[src/rtl/clk_sel_ctrl.sv]
// Clock-select sequencer feeding clk_switch: accepts select requests, drives a
// registered selb level, and holds off new requests for a settle window.
module clk_sel_ctrl #(
    parameter int SETTLE_CYC = 16,
    parameter int CNT_W      = 8
) (
    input  logic             clk,
    input  logic             rst_n,
    input  logic             req_valid,
    input  logic             req_sel,
    output logic             req_ready,
    output logic             selb,
    output logic             busy,
    output logic             done,
    output logic [CNT_W-1:0] switch_cnt
);

    localparam int SCW = $clog2(SETTLE_CYC + 1);
    localparam logic [SCW-1:0] SETTLE_LAST = SCW'(SETTLE_CYC - 1);

    typedef enum logic [1:0] {
        IDLE   = 2'd0,
        SETTLE = 2'd1,
        DONE   = 2'd2
    } state_t;

    state_t         state;
    logic [SCW-1:0] settle_cnt;
    logic           accept;

    // req_ready is a registered flag that is high only in IDLE, so accepting
    // never depends combinationally on req_valid.
    assign accept = req_valid && req_ready;

    always_ff @(posedge clk or negedge rst_n) begin
        if (!rst_n) begin
            state      <= IDLE;
            selb       <= 1'b0;
            busy       <= 1'b0;
            done       <= 1'b0;
            req_ready  <= 1'b1;
            switch_cnt <= '0;
            settle_cnt <= '0;
        end else begin
            case (state)
                IDLE: begin
                    done <= 1'b0;
                    if (accept) begin
                        req_ready <= 1'b0;
                        if (req_sel != selb) begin
                            selb       <= req_sel;
                            settle_cnt <= '0;
                            busy       <= 1'b1;
                            state      <= SETTLE;
                            if (switch_cnt != {CNT_W{1'b1}}) begin
                                switch_cnt <= switch_cnt + 1'b1;
                            end
                        end else begin
                            done  <= 1'b1;
                            state <= DONE;
                        end
                    end
                end

                // selb is held steady here while clk_switch completes its handover
                SETTLE: begin
                    settle_cnt <= settle_cnt + 1'b1;
                    if (settle_cnt == SETTLE_LAST) begin
                        busy  <= 1'b0;
                        done  <= 1'b1;
                        state <= DONE;
                    end
                end

                DONE: begin
                    done      <= 1'b0;
                    req_ready <= 1'b1;
                    state     <= IDLE;
                end

                default: begin
                    busy      <= 1'b0;
                    done      <= 1'b0;
                    req_ready <= 1'b1;
                    state     <= IDLE;
                end
            endcase
        end
    end

endmodule

[config.mk]
export PLATFORM = sky130hd
export DESIGN_NAME = clk_sel_ctrl
export DESIGN_NICKNAME = d
export VERILOG_FILES = /design/src/rtl/clk_sel_ctrl.sv
export SDC_FILE = /design/constraint.sdc
export NUM_CORES = 1
export LEC_CHECK = 0
export BUFFER_PORTS_ARGS = -buffer_cell sky130_fd_sc_hd__buf_2
export CAP_MARGIN = 0
export CORE_UTILIZATION = 53
export CTS_CLUSTER_DIAMETER = 50
export DETAILED_ROUTE_END_ITERATION = 10
export PLACE_DENSITY = 0.79
export RECOVER_POWER = 100
export SLEW_MARGIN = 20
export SYNTH_ARGS = -nofsm -noshare
export SYNTH_HDL_FRONTEND = slang
export SYNTH_SLANG_ARGS = --single-unit
[constraint.sdc]
create_clock -name clk -period 1.8 [get_ports clk]
set_input_delay 0.18 -clock clk [delete_from_list [all_inputs] [get_ports clk]]
set_output_delay 0.18 -clock clk [all_outputs]
set_load 0.005 [all_outputs]
==> summary.txt, run 1 <==
Die
  • Die Y: approximately 44 um
  • Number of top-level pins: 16
  • Die area: 1945 um^2
  • Core area: around 1600 um^2
  • Starting Density: 0.5960
  • Rows: 14
  • Die span in x: approximately 44 um

Synthesis
  • Post-synth top flop: dfrtp_1
  • Seq/Total Area, Yosys: 0.5073
  • Mapped Cells: 82
  • YS warnings: 0
  • Mapped Avg Cell Area: 11.46 um^2
  • Post-synth ARST share: 1.000
  • EDFF count, synth: 0
  • Library cells used by synthesis: 33
  • Post-Syn Area: 939.7 um^2
  • Yosys reg bits: 19
  • Post-Syn Nets: 89

Timing
  • Least-Margin Pin Slew: between 900 and 1000 ps
  • Hold Violations, Final: 0
  • Worst rel slew slack: 0.3370
  • Final setup margin: ~130 ps
  • Crit path time final: between 1500 and 2000 ps
  • Endpoints failing setup: 0
  • Period Utilization, post-route: 0.9260
  • Hold WS: approximately 100 ps
  • Peak Freq: ~600 MHz
  • Setup TNS: 0 ps
  • Slew Viols, Final: 0
  • RSZ-0062 raised after global routing: no
  • Worst Clk Skew: around 3.7 ps

Power
  • Logic pwr share: 0.275
  • PwrDens: 1143 nW/um^2
  • Leakage power: about 0.5 nW
  • Worst vdd ir: around 0.74 mV
  • Overall Power: 1.178 mW
  • Net load switching power: 398.0 uW
  • Sw frac: 0.3379
  • Clk network pwr share: 0.184
  • Int Power: a little under 800 uW
  • Sequential share of power: 0.541

Drt
  • Max Used Layer: met4
  • Residual DRC: 0
  • WL per Instance: roughly 14 um
  • Post-route ant nets: 0
  • Pre-antenna DRT Iters: 4
  • Final WL: 1666 um
  • Number of vias per cell: 5.695
  • Met2 wire length: 693 um
  • Vias: 672
  • Met1 WL: roughly 870 um
  • Met3 WL post-DR: approximately 73 um
  • Iter 0 DRT Violations: 14

CTS
  • Hold-fix buffers, CTS: 1
  • Clk Latency, worst-skew pair: ~300 ps
  • Maximum root-to-sink buffer count: 2
  • Clk pin slew, worst setup/hold paths: ~100 ps
  • Sink Count: 19
  • Clock root buffer: clkbuf_4
  • CTS tree: built
  • Resize count post-CTS: 0
  • CTS buffer count: 3
  • H-Tree Depth: 1
  • Postcts setup bufs: 0

Placement
  • DP Area: between 1000 and 1500 um^2
  • Port Buffer Count: 15
  • Inst Count DP: 113
  • Gp weighted congestion: 0.7400
  • Pre-CTS WS: about 170 ps
  • Post-DP HPWL: 1232 um

Global routing
  • Number of global-route vias before repair: slightly above 600
  • Initial antenna violation count: 0
  • Gr usage total: 0.2007
  • Global-route wire length before repair: approximately 2700 um
  • Global route overflow: 0
  • Pin count of the biggest net entering global routing: 20

Worst hold path
  • Hold WC Path Type: in2reg

Setup path
  • Critical path class: reg2reg
  • Worst Setup End Kind: register
  • CP Data Required Time: around 2000 ps
  • CP Launch Type: register
  • Worst-path fanout max: 5
  • Worst Path Arrival: approximately 1900 ps

Cells and area
  • Proportion of layout cells with a drive suffix above 1: 0.1863
  • Area grow syn2layout: 9.721%
  • Antenna diode count: 0
  • Final std cells w/o fill: around 120
  • Final #Nets: 110
  • Post-layout util: 0.6540
  • # fillers: 144
  • Design Area, Final: a little over 1000 um^2

Flow run
  • MaxCap Viol Count: 0

Run status
  • Status: complete, no violations
## area by class of cell
type                            count  area [um^2]  area share
Tap cell                           16        20.02     0.01942
Inverter                            1        3.754    0.003641
Timing Repair Buffer               17        82.58     0.08010
Sequential cell                    19        476.7      0.4624
Multi-Input combinational cell     61        421.7      0.4090
Clock buffer                        4        26.28     0.02549
## worst max-delay path: stages, from the launching register on
cell and delay, ps:
dfstp_1 570, and4bb_1 240, nand2_1 160, nor3_1 240
mux2_2 350
## cell usage after synthesis, types with 2 or more instances
| cell | n | area, um^2 |
|---|---|---|
| nand3_1 | 5 | 25.02 |
| xor2_1 | 2 | 17.52 |
| nand2b_1 | 4 | 25.02 |
| xnor2_1 | 3 | 26.28 |
| o21ai_0 | 7 | 35.03 |
| nand2_1 | 12 | 45.04 |
| nor3_1 | 2 | 10.01 |
| a31oi_1 | 2 | 12.51 |
| dfrtp_1 | 18 | 450.4 |
| ha_1 | 3 | 37.54 |
| mux2_4 | 2 | 30.03 |
## cells by family after synthesis
kind of cell,count (synthesis),synth area share
muxes,4,0.05593
and+or+nand+nor,36,0.2450
adders and majority gates,3,0.03995
DFF,19,0.5073
xor gates and xnor gates,5,0.04661
buffers and inverters,2,0.01996
AOI/OAI and AO/OA,13,0.08522
## final timing paths
| check | from | end | slack, ps | cells past startpoint |
|---|---|---|---|---|
| worst max-delay path | req_ready$_DFFE_PN1P_ | switch_cnt[7]$_DFFE_PN0P_ | 130 | 4 |
| worst min-delay path | req_sel | selb$_DFFE_PN0P_ | 100 | 3 |
| worst max register to register | req_ready$_DFFE_PN1P_ | switch_cnt[7]$_DFFE_PN0P_ | 130 | 4 |
| worst min register to register | busy$_DFFE_PN0P_ | busy$_DFFE_PN0P_ | 500 | 1 |
| max in group asynchronous | rst_n | switch_cnt[0]$_DFFE_PN0P_ | 640 | 2 |
| min in group asynchronous | rst_n | settle_cnt[1]$_DFFE_PN0P_ | 560 | 2 |
## power by group through the flow
stage	clock, mW	sequential [mW]	combinational, mW
floorplan	0	0.639	0.219
global placement	0	0.640	0.332
detailed placement	0	0.648	0.343
CTS	0.216	0.639	0.346
global route	0.229	0.652	0.381
finish	0.217	0.637	0.324
## flip-flops by register name (all words and copies together), names as in the netlist
register	count
settle_cnt	5
state	2
req_ready	1
busy	1
done	1
switch_cnt	8
selb	1
## layout by cell type, fill, tap and decap left out, drive strengths merged
cell         netlist  final
and4               1      1
nand4b             1      1
or2                1      1
a31oi              2      2
dfrtp             18     18
o21ai              7      7
dlygate4sd3        0      1
o21a               1      1
nor3               2      2
nand2b             4      4
a22o               1      1
and2b              1      1
and3               1      1
xnor2              3      3
nand3              6      6
inv                1      1
a21o               1      1
clkbuf             0     10
nor4b              1      1
nand2             13     13
and2               1      1
buf                1     10
dfstp              1      1
xor2               2      2
or2b               1      1
mux2               4      4
nand4              2      2
and4bb             1      1
ha                 3      3
o2bb2ai            1      1
## metal layers
layer | vias to the layer above | track usage
met5 | - | 0
met1 | 312 | 0.2965
li1 | 333 | -
met2 | 23 | 0.2765
met4 | 0 | 0.09697
met3 | 4 | 0.04898
Power figures use the tool's default switching activity.
==> inputs of run 2 (changes only) <==
--- a/config.mk
+++ b/config.mk
@@ -6,10 +6,11 @@
 export NUM_CORES = 1
 export LEC_CHECK = 0
 export BUFFER_PORTS_ARGS = -buffer_cell sky130_fd_sc_hd__buf_2
-export CAP_MARGIN = 0
+export CAP_MARGIN = 20
 export CORE_UTILIZATION = 53
 export CTS_CLUSTER_DIAMETER = 50
 export DETAILED_ROUTE_END_ITERATION = 10
+export MAX_ROUTING_LAYER = met4
 export PLACE_DENSITY = 0.79
 export RECOVER_POWER = 100
 export SLEW_MARGIN = 20
==> run 2 against run 1 <==
Net effect: critical path depth unchanged; final area unchanged; power about the same; via count down 0.60%; routed wire length down 1.1%; core utilization unchanged; clock power about the same.
==> summary.txt, run 2 (synthesis results as in run 1) <==
Run status
  • Status: complete, no violations

Timing
  • Setup TNS: 0 ps
  • Peak Freq: 600.1 MHz
  • Crit path time final: around 1700 ps
  • Worst rel slew slack: 0.3393
  • Hold Violations, Final: 0
  • Hold WS: between 100 and 150 ps
  • RSZ-0062 raised after global routing: no
  • Worst Clk Skew: 2.786 ps
  • Least-Margin Pin Slew: roughly 990 ps
  • Endpoints failing setup: 0
  • Period Utilization, post-route: 0.9257
  • Slew Viols, Final: 0

Cells and area
  • Max reg flops: 8
  • Area grow syn2layout: 9.721%
  • Most frequent cells in the layout: dfrtp_1 (18), nand2_1 (13), buf_2 (10)
  • Regs by FF count: switch_cnt: 8 flops, settle_cnt: 5 flops, state: 2 flops
  • # fillers: between 100 and 150
  • Most flops, register: switch_cnt
  • Commonest non-fill, non-tap cell in the layout: dfrtp_1
  • Antenna diode count: 0
  • Final #Nets: 110
  • Proportion of layout cells with a drive suffix above 1: 0.1863

Global routing
  • Global-route wire length before repair: roughly 2700 um
  • Initial antenna violation count: 0
  • Number of global-route vias before repair: around 600
  • Global route overflow: 0
  • Gr usage total: 0.2043
  • Pin count of the biggest net entering global routing: 20

Drt
  • WL per Instance: approximately 14 um
  • Met3 WL post-DR: ~57 um
  • Post-route ant nets: 0
  • Residual DRC: 0
  • Max Used Layer: met4
  • Pre-antenna DRT Iters: 4
  • Met1 WL: about 870 um
  • Iter 0 DRT Violations: 15
  • Number of vias per cell: 5.661
  • Met2 wire length: a little under 700 um
  • Vias: around 670
  • Final WL: approximately 1600 um

CTS
  • Maximum root-to-sink buffer count: 2
  • Resize count post-CTS: 0
  • H-Tree Depth: 1
  • CTS tree: built
  • Sink Count: 19
  • Clk pin slew, worst setup/hold paths: 100 ps
  • Clk Latency, worst-skew pair: 290 ps
  • Postcts setup bufs: 0
  • Clock root buffer: clkbuf_4
  • CTS buffer count: 3

Setup path
  • CP peak stage delay: around 570 ps
  • Reg2Reg Capture Point: switch_cnt[7]$_DFFE_PN0P_
  • Worst R2R Path Depth: 4
  • CP Data Required Time: 1990 ps
  • Worst Setup End Kind: register
  • Worst flop-to-flop path startpoint: req_ready$_DFFE_PN1P_
  • Worst-path fanout max: 5
  • Critical path, cell by cell: and4bb_1 -> nand2_1 -> nor3_1 -> mux2_2
  • Worst Path Arrival: ~1900 ps
  • Reg2Reg Setup Slack: between 100 and 150 ps
  • Slowest CP cell: dfstp_1
  • Critical path class: reg2reg
  • CP Launch Type: register

Die
  • Die area: just under 2000 um^2
  • Rows: 14
  • Number of top-level pins: 16
  • Die Y: about 44 um
  • Starting Density: 0.5960
  • Core area: 1577 um^2
  • Die span in x: 44.11 um

Placement
  • Port Buffer Count: 15
  • Gp weighted congestion: 0.7492
  • Post-DP HPWL: roughly 1200 um

Worst hold path
  • Worst hold start: req_sel
  • Hold path depth: 3
  • Hold WC Path Type: in2reg
  • Hold endpoint: selb$_DFFE_PN0P_

Power
  • PwrDens: about 1100 nW/um^2
  • Worst vdd ir: around 0.74 mV
  • Leakage power: ~0.51 nW

Flow run
  • MaxCap Viol Count: 0
## run 2: worst max-delay path, delay by kind of cell, from the launching register on
| family | cells | cell delay (ps) |
|---|---|---|
| AND/OR/NAND/NOR | 3 | 640 |
| flip-flops | 1 | 570 |
| multiplexers | 1 | 350 |
## run 2: report_power, final
group / switching (mW) / internal [mW] / total, mW
combinational: 0.168 / 0.156 / 0.325
sequential: 0.101 / 0.537 / 0.638
clock: 0.129 / 0.0863 / 0.215
total: 0.398 / 0.780 / 1.18
## run 2: worst max path at each step
stage                          startpoint                   endpoint  slack [ps]  cells past startpoint
finish              req_ready$_DFFE_PN1P_  switch_cnt[7]$_DFFE_PN0P_         130                      4
detailed placement  req_ready$_DFFE_PN1P_  switch_cnt[7]$_DFFE_PN0P_         170                      4
CTS                 req_ready$_DFFE_PN1P_  switch_cnt[7]$_DFFE_PN0P_         160                      4
global route        req_ready$_DFFE_PN1P_  switch_cnt[7]$_DFFE_PN0P_          70                      4
floorplan           req_ready$_DFFE_PN1P_  switch_cnt[7]$_DFFE_PN0P_         280                      4
global placement    req_ready$_DFFE_PN1P_  switch_cnt[7]$_DFFE_PN0P_         250                      4
## run 2: area by class of cell
class | instances | area (um^2) | area share
sequential | 19 | 476.7 | 0.4624
clock buffer | 4 | 26.28 | 0.02549
tap | 16 | 20.02 | 0.01942
inverter | 1 | 3.754 | 0.003641
timing repair buffer | 17 | 82.58 | 0.08010
multi-input combinational | 61 | 421.7 | 0.4090
## run 2: per-stage QoR
step                      area (um^2)  utilization  std cells  setup WS [ps]  power, mW
after floorplan                 939.7            -         82          278.3     0.8576
after global placement           1027       0.6516        113          249.4     0.9722
after detailed placement         1027       0.6516        113          171.2     0.9907
after CTS                        1064       0.6746        118          156.3      1.202
after global routing             1031       0.6540        118          73.09      1.259
final                            1031       0.6540        118          133.7      1.178
## run 2: metal layers
layer	up-vias	GRT usage
met3	5	0.03673
met4	0	0.09697
met1	312	0.2965
met5	-	-
li1	334	-
met2	17	0.2765
## run 2: timing repair
action                                  4_1_cts  5_1_grt
endpoints found under the hold margin        18        0
endpoints found under the setup margin        0        0
hold buffers                                  1        0
